`src/rtl/fp_pkg.sv`:
```
// Shared definitions for the sequential floating-point add/subtract unit.
// Holds the FSM state enumeration, default field widths, guard-bit count and
// constructors for the canonical NaN and signed infinity encodings.
package fp_pkg;

  localparam int DEF_EXP_W = 8;
  localparam int DEF_MAN_W = 23;
  localparam int GRS_W     = 3;   // guard, round, sticky
  localparam int FP_MAX_W  = 128; // widest format the constructors can build

  typedef enum logic [2:0] {
    ST_IDLE,
    ST_ALIGN,
    ST_ADD,
    ST_NORM,
    ST_ROUND,
    ST_DONE
  } state_t;

  // Signed infinity: all-ones exponent, zero mantissa. Callers truncate to W.
  function automatic logic [FP_MAX_W-1:0] fp_inf(input logic sign, input int exp_w, input int man_w);
    logic [FP_MAX_W-1:0] one;
    logic [FP_MAX_W-1:0] v;
    one = FP_MAX_W'(1);
    v   = ((one << exp_w) - one) << man_w;
    v   = v | (FP_MAX_W'(sign) << (exp_w + man_w));
    return v;
  endfunction

  // Canonical quiet NaN: positive, all-ones exponent, mantissa MSB set.
  function automatic logic [FP_MAX_W-1:0] fp_nan(input int exp_w, input int man_w);
    logic [FP_MAX_W-1:0] one;
    one = FP_MAX_W'(1);
    return (((one << exp_w) - one) << man_w) | (one << (man_w - 1));
  endfunction

endpackage

```
`src/rtl/fp_align_shift.sv`:
```
// Combinational logarithmic right shifter with sticky output.
// Ports:
//   i_data   [WIDTH-1:0]  value to shift right
//   i_shamt  [SHW-1:0]    shift distance (may exceed WIDTH)
//   o_data   [WIDTH-1:0]  shifted value
//   o_sticky              OR of every bit shifted out of the bottom
module fp_align_shift #(
  parameter int WIDTH = 27,
  parameter int SHW   = 8
) (
  input  logic [WIDTH-1:0] i_data,
  input  logic [SHW-1:0]   i_shamt,
  output logic [WIDTH-1:0] o_data,
  output logic             o_sticky
);

  logic [WIDTH-1:0] w_stage [SHW+1];
  logic             w_lost  [SHW+1];

  assign w_stage[0] = i_data;
  assign w_lost[0]  = 1'b0;

  genvar gi;
  for (gi = 0; gi < SHW; gi++) begin : g_stage
    localparam int AMT = 1 << gi;
    if (AMT >= WIDTH) begin : g_all
      // This stage alone pushes everything out; all of it becomes sticky.
      assign w_stage[gi+1] = i_shamt[gi] ? '0 : w_stage[gi];
      assign w_lost[gi+1]  = w_lost[gi] | (i_shamt[gi] & (|w_stage[gi]));
    end else begin : g_part
      assign w_stage[gi+1] = i_shamt[gi] ? (w_stage[gi] >> AMT) : w_stage[gi];
      assign w_lost[gi+1]  = w_lost[gi] | (i_shamt[gi] & (|w_stage[gi][AMT-1:0]));
    end
  end

  assign o_data   = w_stage[SHW];
  assign o_sticky = w_lost[SHW];

endmodule

```
`src/rtl/float_addsub_seq.sv`:
```
// Multi-cycle IEEE-style floating-point adder/subtractor, one op in flight.
// Denormals are flushed to zero; rounding is round-to-nearest-even.
// Ports:
//   clk, rst (sync, active high)
//   in_valid/in_ready, a, b, sub   : operation handshake, sub=1 means a-b
//   out_valid/out_ready, result    : result handshake
//   ovf : result overflowed to infinity, inv : invalid op, result is NaN
module float_addsub_seq
  import fp_pkg::*;
#(
  parameter int EXP_W = DEF_EXP_W,
  parameter int MAN_W = DEF_MAN_W
) (
  input  logic                   clk,
  input  logic                   rst,
  input  logic                   in_valid,
  output logic                   in_ready,
  input  logic [EXP_W+MAN_W:0]   a,
  input  logic [EXP_W+MAN_W:0]   b,
  input  logic                   sub,
  output logic                   out_valid,
  input  logic                   out_ready,
  output logic [EXP_W+MAN_W:0]   result,
  output logic                   ovf,
  output logic                   inv
);

  localparam int W  = 1 + EXP_W + MAN_W;
  localparam int MW = 1 + MAN_W + GRS_W;  // hidden bit, field, G/R/S
  localparam logic [EXP_W:0] EXP_ONE  = (EXP_W+1)'(1);
  localparam logic [EXP_W:0] EXP_ONES = {1'b0, {EXP_W{1'b1}}};

  state_t         r_state, w_state_next;
  logic [W-1:0]   r_a, r_b;          // r_b carries the effective sign
  logic           r_sign_l, r_sign_s;
  logic [EXP_W:0] r_exp;
  logic [MW-1:0]  r_man_l, r_man_s;
  logic [MW:0]    r_sum;             // extra top bit catches the add carry
  logic [W-1:0]   r_result;
  logic           r_ovf, r_inv, r_spec_hold;

  // ---------------- unpack / classify ----------------
  logic [EXP_W-1:0] w_ea, w_eb, w_el, w_es, w_diff;
  logic             w_a_nan, w_b_nan, w_a_inf, w_b_inf, w_a_zero, w_b_zero, w_swap;
  logic [W-1:0]     w_l, w_s;
  logic [MW-1:0]    w_s_ext, w_s_sh;
  logic             w_s_stk;

  assign w_ea     = r_a[W-2:MAN_W];
  assign w_eb     = r_b[W-2:MAN_W];
  assign w_a_nan  = (&w_ea) & (|r_a[MAN_W-1:0]);
  assign w_b_nan  = (&w_eb) & (|r_b[MAN_W-1:0]);
  assign w_a_inf  = (&w_ea) & ~(|r_a[MAN_W-1:0]);
  assign w_b_inf  = (&w_eb) & ~(|r_b[MAN_W-1:0]);
  assign w_a_zero = ~(|w_ea);
  assign w_b_zero = ~(|w_eb);

  // Magnitude order falls out of comparing {exponent, mantissa} as an integer.
  assign w_swap  = r_b[W-2:0] > r_a[W-2:0];
  assign w_l     = w_swap ? r_b : r_a;
  assign w_s     = w_swap ? r_a : r_b;
  assign w_el    = w_l[W-2:MAN_W];
  assign w_es    = w_s[W-2:MAN_W];
  assign w_diff  = w_el - w_es;
  assign w_s_ext = {1'b1, w_s[MAN_W-1:0], {GRS_W{1'b0}}};

  fp_align_shift #(.WIDTH(MW), .SHW(EXP_W)) u_align (
    .i_data   (w_s_ext),
    .i_shamt  (w_diff),
    .o_data   (w_s_sh),
    .o_sticky (w_s_stk)
  );

  logic         w_special, w_spec_inv;
  logic [W-1:0] w_spec_res;

  always_comb begin
    w_special  = 1'b1;
    w_spec_inv = 1'b0;
    w_spec_res = '0;
    if (w_a_nan || w_b_nan || (w_a_inf && w_b_inf && (r_a[W-1] != r_b[W-1]))) begin
      w_spec_res = W'(fp_nan(EXP_W, MAN_W));
      w_spec_inv = 1'b1;
    end else if (w_a_inf) begin
      w_spec_res = W'(fp_inf(r_a[W-1], EXP_W, MAN_W));
    end else if (w_b_inf) begin
      w_spec_res = W'(fp_inf(r_b[W-1], EXP_W, MAN_W));
    end else if (w_a_zero && w_b_zero) begin
      w_spec_res = {r_a[W-1] & r_b[W-1], {(W-1){1'b0}}};
    end else if (w_a_zero) begin
      w_spec_res = r_b;
    end else if (w_b_zero) begin
      w_spec_res = r_a;
    end else begin
      w_special = 1'b0;
    end
  end

  // ---------------- shared mantissa adder ----------------
  logic [MW:0]    w_add_x, w_add_y, w_add;
  logic           w_add_sub, w_round_up;
  logic [EXP_W:0] w_round_exp;

  // Round to nearest even: guard set and (anything below it or odd LSB).
  assign w_round_up = r_sum[GRS_W-1] & (r_sum[GRS_W-2] | r_sum[0] | r_sum[GRS_W]);

  always_comb begin
    w_add_x   = {1'b0, r_man_l};
    w_add_y   = {1'b0, r_man_s};
    w_add_sub = r_sign_l ^ r_sign_s;
    if (r_state == ST_ROUND) begin
      w_add_x   = r_sum;
      w_add_y   = (MW+1)'(w_round_up) << GRS_W;
      w_add_sub = 1'b0;
    end
    w_add = w_add_sub ? (w_add_x - w_add_y) : (w_add_x + w_add_y);
  end

  // A rounding carry leaves an all-zero field, so only the exponent moves.
  assign w_round_exp = r_exp + {{EXP_W{1'b0}}, w_add[MW]};

  // ---------------- FSM ----------------
  always_ff @(posedge clk) begin
    if (rst) r_state <= ST_IDLE;
    else     r_state <= w_state_next;
  end

  always_comb begin
    w_state_next = r_state;
    in_ready     = 1'b0;
    out_valid    = 1'b0;
    case (r_state)
      ST_IDLE: begin
        in_ready = 1'b1;
        if (in_valid) w_state_next = ST_ALIGN;
      end
      // Specials spend two cycles here: classify, then present the result.
      ST_ALIGN: w_state_next = w_special ? (r_spec_hold ? ST_DONE : ST_ALIGN) : ST_ADD;
      ST_ADD:   w_state_next = (w_add_sub && (w_add == '0)) ? ST_DONE : ST_NORM;
      ST_NORM: begin
        if (r_sum[MW] || r_sum[MW-1]) w_state_next = ST_ROUND;
        else if (r_exp == EXP_ONE)    w_state_next = ST_DONE;  // flush
      end
      ST_ROUND: w_state_next = ST_DONE;
      ST_DONE: begin
        out_valid = 1'b1;
        if (out_ready) w_state_next = ST_IDLE;
      end
      default: w_state_next = ST_IDLE;
    endcase
  end

  // ---------------- datapath ----------------
  always_ff @(posedge clk) begin
    if (rst) begin
      r_a <= '0; r_b <= '0; r_sign_l <= 1'b0; r_sign_s <= 1'b0;
      r_exp <= '0; r_man_l <= '0; r_man_s <= '0; r_sum <= '0;
      r_result <= '0; r_ovf <= 1'b0; r_inv <= 1'b0; r_spec_hold <= 1'b0;
    end else begin
      case (r_state)
        ST_IDLE: begin
          if (in_valid) begin
            r_a         <= a;
            r_b         <= {b[W-1] ^ sub, b[W-2:0]};
            r_spec_hold <= 1'b0;
          end
        end
        ST_ALIGN: begin
          r_spec_hold <= w_special;
          r_sign_l    <= w_l[W-1];
          r_sign_s    <= w_s[W-1];
          r_exp       <= {1'b0, w_el};
          r_man_l     <= {1'b1, w_l[MAN_W-1:0], {GRS_W{1'b0}}};
          r_man_s     <= {w_s_sh[MW-1:1], w_s_sh[0] | w_s_stk};
          if (w_special) begin
            r_result <= w_spec_res;
            r_ovf    <= 1'b0;
            r_inv    <= w_spec_inv;
          end
        end
        ST_ADD: begin
          r_sum <= w_add;
          if (w_add_sub && (w_add == '0)) begin
            r_result <= '0;
            r_ovf    <= 1'b0;
            r_inv    <= 1'b0;
          end
        end
        ST_NORM: begin
          if (r_sum[MW]) begin
            // Carry out: one right shift, the dropped bit folds into sticky.
            r_sum <= {1'b0, r_sum[MW:2], r_sum[1] | r_sum[0]};
            r_exp <= r_exp + EXP_ONE;
          end else if (!r_sum[MW-1]) begin
            if (r_exp == EXP_ONE) begin
              r_result <= {r_sign_l, {(W-1){1'b0}}};
              r_ovf    <= 1'b0;
              r_inv    <= 1'b0;
            end else begin
              r_sum <= {r_sum[MW-1:0], 1'b0};
              r_exp <= r_exp - EXP_ONE;
            end
          end
        end
        ST_ROUND: begin
          r_inv <= 1'b0;
          if (w_round_exp >= EXP_ONES) begin
            r_result <= W'(fp_inf(r_sign_l, EXP_W, MAN_W));
            r_ovf    <= 1'b1;
          end else begin
            r_result <= {r_sign_l, w_round_exp[EXP_W-1:0], w_add[MW-2:GRS_W]};
            r_ovf    <= 1'b0;
          end
        end
        ST_DONE: begin
          if (out_ready) begin
            r_ovf <= 1'b0;
            r_inv <= 1'b0;
          end
        end
        default: ;
      endcase
    end
  end

  assign result = r_result;
  assign ovf    = r_ovf;
  assign inv    = r_inv;

endmodule

```
`config.mk`:
```
export PLATFORM = sky130hd
export DESIGN_NAME = float_addsub_seq
export DESIGN_NICKNAME = d
export VERILOG_FILES = /design/src/rtl/fp_pkg.sv /design/src/rtl/fp_align_shift.sv /design/src/rtl/float_addsub_seq.sv
export SDC_FILE = /design/constraint.sdc
export NUM_CORES = 1
export LEC_CHECK = 0
export ABC_CLOCK_PERIOD_IN_PS = 15700
export CAP_MARGIN = 20
export CORE_AREA = 2 2 202 204
export CTS_CLUSTER_DIAMETER = 50
export CTS_CLUSTER_SIZE = 28
export DETAILED_ROUTE_END_ITERATION = 10
export DIE_AREA = 0 0 204 206
export DONT_BUFFER_PORTS = 1
export GPL_ROUTABILITY_DRIVEN = 0
export SLEW_MARGIN = 10
export SYNTH_ARGS = -nofsm -noshare
export SYNTH_HDL_FRONTEND = slang
export SYNTH_HIERARCHICAL = 1
export SYNTH_SLANG_ARGS = --single-unit
```
`constraint.sdc`:
```
create_clock -name clk -period 15.7 [get_ports clk]
set_input_delay 0 -clock clk [delete_from_list [all_inputs] [get_ports clk]]
set_output_delay 0 -clock clk [all_outputs]
set_load 0.01 [all_outputs]
```
==> flow_summary.yaml, run 1 <==
run_status:
  status: "complete, no violations"
layout:
  fin_nets: 2248
  layout_commonest_cell: "nand2_1"
  final_cell_mix: "nand2_1, a21oi_1, nor2_1"
  final_util_pct: 42.30
  area.growth.synth_to_final_pct: 10.62
  finalNonFillerCells: 2658
  n_antenna_cell: 0
  fill_cells: 4137
  final_cell_area_um2: 17000
  drive_above_1_share_pct: 6.256
floorplan:
  die_area_um2: 42020
  top_level_ports: 105
  fp.dieH_um: 206
  initial_core_util_pct: 38.24
  num_rows: 74
  core-area_um2: 40180
  die_x_um: 204
drt:
  avgRoutedWirePerCell_um: 20.71
  drtIter0Drc: 2119
  drcViolationCount: 0
  via_per_inst: 6.157
  drt_wl_total_um: 55040
  first_pass_iters: 8
  vias: 16370
  antenna_left: 0
synth:
  synthAdderAreaFrac_pct: 5.423
  async_reset_ff_share_pct: 0
  synthFlopType: "dfxtp_1"
  synth.cell_area_um2: 15370
  yosysUniqueCellTypes: 98
  synth_compound_area_share_pct: 28.39
  synth_simple_gate_area_share_pct: 26.06
  synthMuxAreaShare_pct: 6.718
  ys_warn_count: 6
  synth-edff-count: 0
  synth-xor-area-share_pct: 2.557
  synth_top_family_by_area: "compound AO/OA/AOI/OAI gates"
  yosysSeqAreaShare_pct: 25.01
  synthCells: 2137
  ys_ff_latch: 192
  synth_area_per_cell_um2: 7.190
setup_path:
  crit_type: "reg2reg"
  critPathBufInv: 3
  slowest_stage: "a21oi_1"
  worstSetupStartpointType: "flop"
  end_kind: "flop"
  crit_arrival_ns: 8.18
  crit_family: "compound AO/OA/AOI/OAI gates"
  max_stage_delay_ns: 0.84
  cp_max_fo: 53
  cp.required_ns: 16.08
timing:
  drv_slew: 0
  finalSetupTns_ns: 0
  hold_viol: 0
  max_slew_margin_pct: 20.90
  setup_viol: 0
  period_share_pct: 49.65
  finalClockSkew_ns: 0.02162
  fin_crit_ns: 7.795
  rsz0062_at_grt: "false"
  tightest_slew_ns: 1.178
  max_freq_mhz: 128.3
clocking:
  cts.path.max_buffers: 2
  clock_sinks: 192
  clk_latency_ns: 0.46
  clkTransAtPathRegs_ns: 0.08
  htreeDepth: 4
  cts_root_buf: "clkbuf_16"
  cts_tree: "yes"
  cts_made_buffers: 17
grt:
  grt_start_max_net_pins: 155
  gr-total-overflow: 0
  grtUsageTotal_pct: 25.49
  grt_antenna_before_repair: 1
  grt_pass1_wl_um: 84470
  grt_pass1_vias: 14790
place:
  portBuffers: 0
  dpl.hpwl_um: 40070
  placed_cell_area_um2: 15670
  dp_cells: 2555
run:
  maxCapViolCount: 0
min_path:
  min_path_type: "in2reg"
-- metrics by stage --
stage	hold slack, ns	setup slack [ns]
6_report	0.01260	7.905
5_1_grt	0.02127	7.174
4_1_cts	0.02551	8.050
3_5_place_dp	0.08724	8.130
3_3_place_gp	0.08461	8.452
2_1_floorplan	0.1360	9.803
-- cell usage after synthesis, types with 11 or more instances --
| cell | n | share of area, % |
|---|---|---|
| a211oi_1 | 41 | 2.0 |
| a21o_1 | 18 | 0.88 |
| a21oi_1 | 222 | 7.2 |
| a221oi_1 | 16 | 0.91 |
| a22oi_1 | 36 | 1.8 |
| a311oi_1 | 19 | 1.1 |
| a32oi_1 | 13 | 0.74 |
| and2_1 | 18 | 0.73 |
| and3_1 | 15 | 0.61 |
| buf_1 | 16 | 0.39 |
| buf_2 | 13 | 0.42 |
| clkbuf_1 | 119 | 2.9 |
| dfxtp_1 | 192 | 25 |
| ha_1 | 65 | 5.3 |
| inv_1 | 56 | 1.4 |
| mux2_2 | 13 | 0.95 |
| mux2i_1 | 30 | 2.0 |
| mux4_2 | 23 | 3.4 |
| nand2_1 | 410 | 10 |
| nand2b_1 | 14 | 0.57 |
| nand3_1 | 51 | 1.7 |
| nand4_1 | 28 | 1.1 |
| nor2_1 | 198 | 4.8 |
| nor2b_1 | 19 | 0.77 |
| nor3_1 | 43 | 1.4 |
| nor4_1 | 27 | 1.1 |
| o211a_1 | 30 | 2.0 |
| o211ai_1 | 11 | 0.54 |
| o21a_1 | 13 | 0.64 |
| o21ai_0 | 125 | 4.1 |
| o21ai_1 | 13 | 0.42 |
| or3_1 | 17 | 0.69 |
| xnor2_1 | 27 | 1.5 |
| xor2_1 | 16 | 0.91 |
-- area by class of cell --
cell class	count	area, um2	area share [%]
clock buffers	19	452.9	2.665
multi-input cells	1749	10760	63.33
flip-flops and latches	192	3844	22.61
repair buffers	94	928.4	5.462
well taps	532	665.6	3.916
clock inverters	13	121.4	0.7140
inverters	59	221.5	1.303
-- sequential cells by signal, summed over array words and instances (netlist names), 3 cells and up --
name and cells:
r_b 32, r_state 3, r_man_l 24, r_sum 28, result 32, r_a 32
r_exp 9, r_man_s 27
-- cells by family after synthesis --
| group | count (synthesis) |
|---|---|
| AO/OA/AOI/OAI | 663 |
| XOR/XNOR | 44 |
| AND/OR/NAND/NOR | 883 |
| buffers and inverters | 215 |
| multiplexers | 72 |
| other | 2 |
| adder cells (fa/ha/maj) | 66 |
| flip-flops | 192 |
-- routing by layer --
metal,up-vias,global-route usage [%],wire [um]
li1,7730,-,-
met1,7732,35.37,24190
met2,772,38.56,23800
met3,129,4.447,4692
met4,2,11.36,2332
met5,-,0,13
-- repair_timing --
item	4_1_cts	5_1_grt
gates resized for setup	0	0
hold buffers	69	0
endpoints found under the hold margin	153	0
setup buffers	0	0
-- path summary, 6_finish.rpt --
check,from,to,slack (ns),cells past startpoint
setup / recovery,r_state[2]$_SDFFE_PP0P_,result[21]$_SDFFE_PP0P_,7.91,29
hold / removal,rst,r_spec_hold$_SDFFE_PP0P_,0.01,2
setup reg to reg,r_state[2]$_SDFFE_PP0P_,result[21]$_SDFFE_PP0P_,7.91,29
hold reg to reg,r_a[9]$_SDFFE_PP0P_,r_a[9]$_SDFFE_PP0P_,0.47,2
Power of run 1 is not shown: default switching activity piles up to over one toggle a cycle in this logic, so the estimate is an artifact.
==> run 2: changes to the inputs <==
--- a/config.mk
+++ b/config.mk
@@ -5,13 +5,14 @@
 export SDC_FILE = /design/constraint.sdc
 export NUM_CORES = 1
 export LEC_CHECK = 0
-export ABC_CLOCK_PERIOD_IN_PS = 15700
+export ABC_AREA = 1
+export ABC_CLOCK_PERIOD_IN_PS = 7000
 export CAP_MARGIN = 20
-export CORE_AREA = 2 2 202 204
+export CORE_AREA = 2 2 205 207
 export CTS_CLUSTER_DIAMETER = 50
 export CTS_CLUSTER_SIZE = 28
 export DETAILED_ROUTE_END_ITERATION = 10
-export DIE_AREA = 0 0 204 206
+export DIE_AREA = 0 0 207 209
 export DONT_BUFFER_PORTS = 1
 export GPL_ROUTABILITY_DRIVEN = 0
 export SLEW_MARGIN = 10
==> constraint.sdc (replaced) <==
create_clock -name clk -period 7 [get_ports clk]
set_input_delay 0 -clock clk [delete_from_list [all_inputs] [get_ports clk]]
set_output_delay 0 -clock clk [all_outputs]
set_load 0.01 [all_outputs]
==> flow_summary.yaml, run 2 <==
place:
  placed_cell_area_um2: 16120
  portBuffers: 0
  dpl.hpwl_um: 44420
grt:
  grt_antenna_before_repair: 0
  grt_pass1_wl_um: 90110
  grt_pass1_vias: 15840
  gr-total-overflow: 0
  grtUsageTotal_pct: 26.14
  grt_start_max_net_pins: 109
drt:
  drcViolationCount: 0
  antenna_left: 0
  drtIter0Drc: 2225
  avgRoutedWirePerCell_um: 18.42
  first_pass_iters: 8
  vias: 17730
  via_per_inst: 5.579
  drt_wl_total_um: 58540
timing:
  fin_crit_ns: 6.155
  hold_viol: 0
  period_share_pct: 87.92
  rsz0062_at_grt: "false"
  max_slew_margin_pct: 24.56
  max_freq_mhz: 162.5
  drv_slew: 0
  tightest_slew_ns: 1.103
  finalSetupTns_ns: 0
  finalClockSkew_ns: 0.02358
  setup_viol: 0
clocking:
  cts_tree: "yes"
  clkTransAtPathRegs_ns: 0.09
  clock_sinks: 192
  cts_resized: 0
  htreeDepth: 4
  cts.path.max_buffers: 2
  cts_root_buf: "clkbuf_16"
  cts_made_buffers: 17
  clk_latency_ns: 0.48
setup_path:
  slowest_stage: "dfxtp_1"
  cpMostUsedCell: "nor2_1"
  crit_path_start: "r_state[2]$_SDFFE_PP0P_"
  crit_type: "reg2reg"
  r2r_slack_ns: 0.85
  timing.rr.start: "r_state[2]$_SDFFE_PP0P_"
  worstSetupStartpointType: "flop"
  ff2ff_path_depth: 35
  cp.required_ns: 7.40
  rr_endpoint: "result[22]$_SDFFE_PP0P_"
  end_kind: "flop"
  crit_arrival_ns: 6.56
  max_stage_delay_ns: 0.52
  endpoint: "result[22]$_SDFFE_PP0P_"
  cp_max_fo: 23
synth:
  yosysTopAreaCell: "dfxtp_1"
  synthCells: 2638
  yosysSeqAreaShare_pct: 24.25
  ys_top_cells_by_area: "dfxtp_1, nand2_1, inv_1"
  synth_top_area_share_pct: 24.25
  ys_ff_latch: 192
  yosysUniqueCellTypes: 55
  async_reset_ff_share_pct: 0
  synthFlopType: "dfxtp_1"
  synth_area_per_cell_um2: 6.009
  yosysMostFrequentCell: "nand2_1"
  synth-edff-count: 0
  ys_warn_count: 6
  synthTopCellsByCount: "nand2_1, inv_1, nand3_1"
  synth.cell_area_um2: 15850
run:
  maxCapViolCount: 0
min_path:
  min_path_type: "in2reg"
floorplan:
  num_rows: 75
  initial_core_util_pct: 38.39
  die_area_um2: 43260
  top_level_ports: 105
  core-area_um2: 41290
  die_x_um: 207
  fp.dieH_um: 209
layout:
  n_antenna_cell: 0
  layout_commonest_cell: "nand2_1"
  fin_nets: 2761
  drive_above_1_share_pct: 4.888
  final_cell_area_um2: 17510
  area.growth.synth_to_final_pct: 10.49
  final_cell_mix: "nand2_1, inv_1, nand3_1"
run_status:
  status: "complete, no violations"
## run 2: cell types whose count changed in the layout (fill, tap and decap cells not counted), moves of 57 or more
cell	change
inv_1	+318
nor2_1	+57
o21ai_0	+58
nand3_1	+219
a21oi_1	-57
nand2_1	+220
## run 2: layer usage
| metal | track usage, % | share of wire, % | wire, um | vias up |
|---|---|---|---|---|
| met4 | 8.276 | 3.0 | 1755 | 0 |
| li1 | - | - | - | 8672 |
| met2 | 38.94 | 42 | 24310 | 897 |
| met3 | 5.215 | 10 | 5906 | 101 |
| met1 | 37.64 | 45 | 26570 | 8059 |
| met5 | 0 | 0 | 0 | - |
## run 2: worst min-delay path by stage
stage / cells past startpoint / endpoint / slack, ns / start
2_1_floorplan: 2 / r_b[22]$_SDFFE_PP0P_ / 0.17 / b[22]
3_3_place_gp: 1 / r_exp[4]$_SDFFE_PP0P_ / 0.07 / rst
3_5_place_dp: 1 / r_exp[4]$_SDFFE_PP0P_ / 0.08 / rst
4_1_cts: 3 / r_a[7]$_SDFFE_PP0P_ / 0.008 / rst
5_1_grt: 3 / r_man_l[16]$_SDFFE_PP0P_ / 0.06 / rst
6_report: 3 / r_man_l[5]$_SDFFE_PP0P_ / 0.009 / rst
## run 2: area by class of cell
cell class,count,area (um2)
Inverter,384,1451
Clock buffer,18,439.2
Tap cell,539,674.4
Multi-Input combinational cell,1936,9990
Clock inverter,14,210.2
Sequential cell,192,3844
Fill cell,4454,23780
Timing Repair Buffer,95,905.9
## run 2: per-stage QoR
| step | cells | utilization [%] | worst slack [ns] | hold slack [ns] |
|---|---|---|---|---|
| final | 3178 | 42.42 | 0.8454 | 0.008505 |
| after global routing | 3178 | 42.42 | 0.02114 | 0.06282 |
| after CTS | 3178 | 42.42 | 0.9536 | 0.008179 |
| after detailed placement | 3073 | 39.05 | 1.003 | 0.07568 |
| after global placement | 3073 | 39.05 | 1.138 | 0.07326 |
| after floorplan | 2645 | - | 1.487 | 0.1655 |
## run 2: cells by family after synthesis
logic type | count (synthesis) | share of synthesized area [%]
AO/OA/AOI/OAI | 493 | 17.97
adder cells (fa/ha/maj) | 66 | 5.257
other | 2 | 0.04738
XOR/XNOR | 43 | 2.376
AND/OR/NAND/NOR | 1325 | 36.96
buffers and inverters | 517 | 13.14
flip-flops | 192 | 24.25
## run 2: critical path, delay by kind of cell (launching register included)
family / cells / cell delay, ns
fa+ha+maj: 3 / 0.75
buf+inv: 6 / 0.88
flops: 1 / 0.52
simple gates: 23 / 3.41
xor+xnor: 2 / 0.34
compound gates: 1 / 0.18
## run 2: repair_timing
action                                  CTS  global route
hold endpoints to repair                103             0
hold buffers                             73             0
setup buffers                             0             0
endpoints found under the setup margin    0             0
Power of run 2 is left out for the same reason.
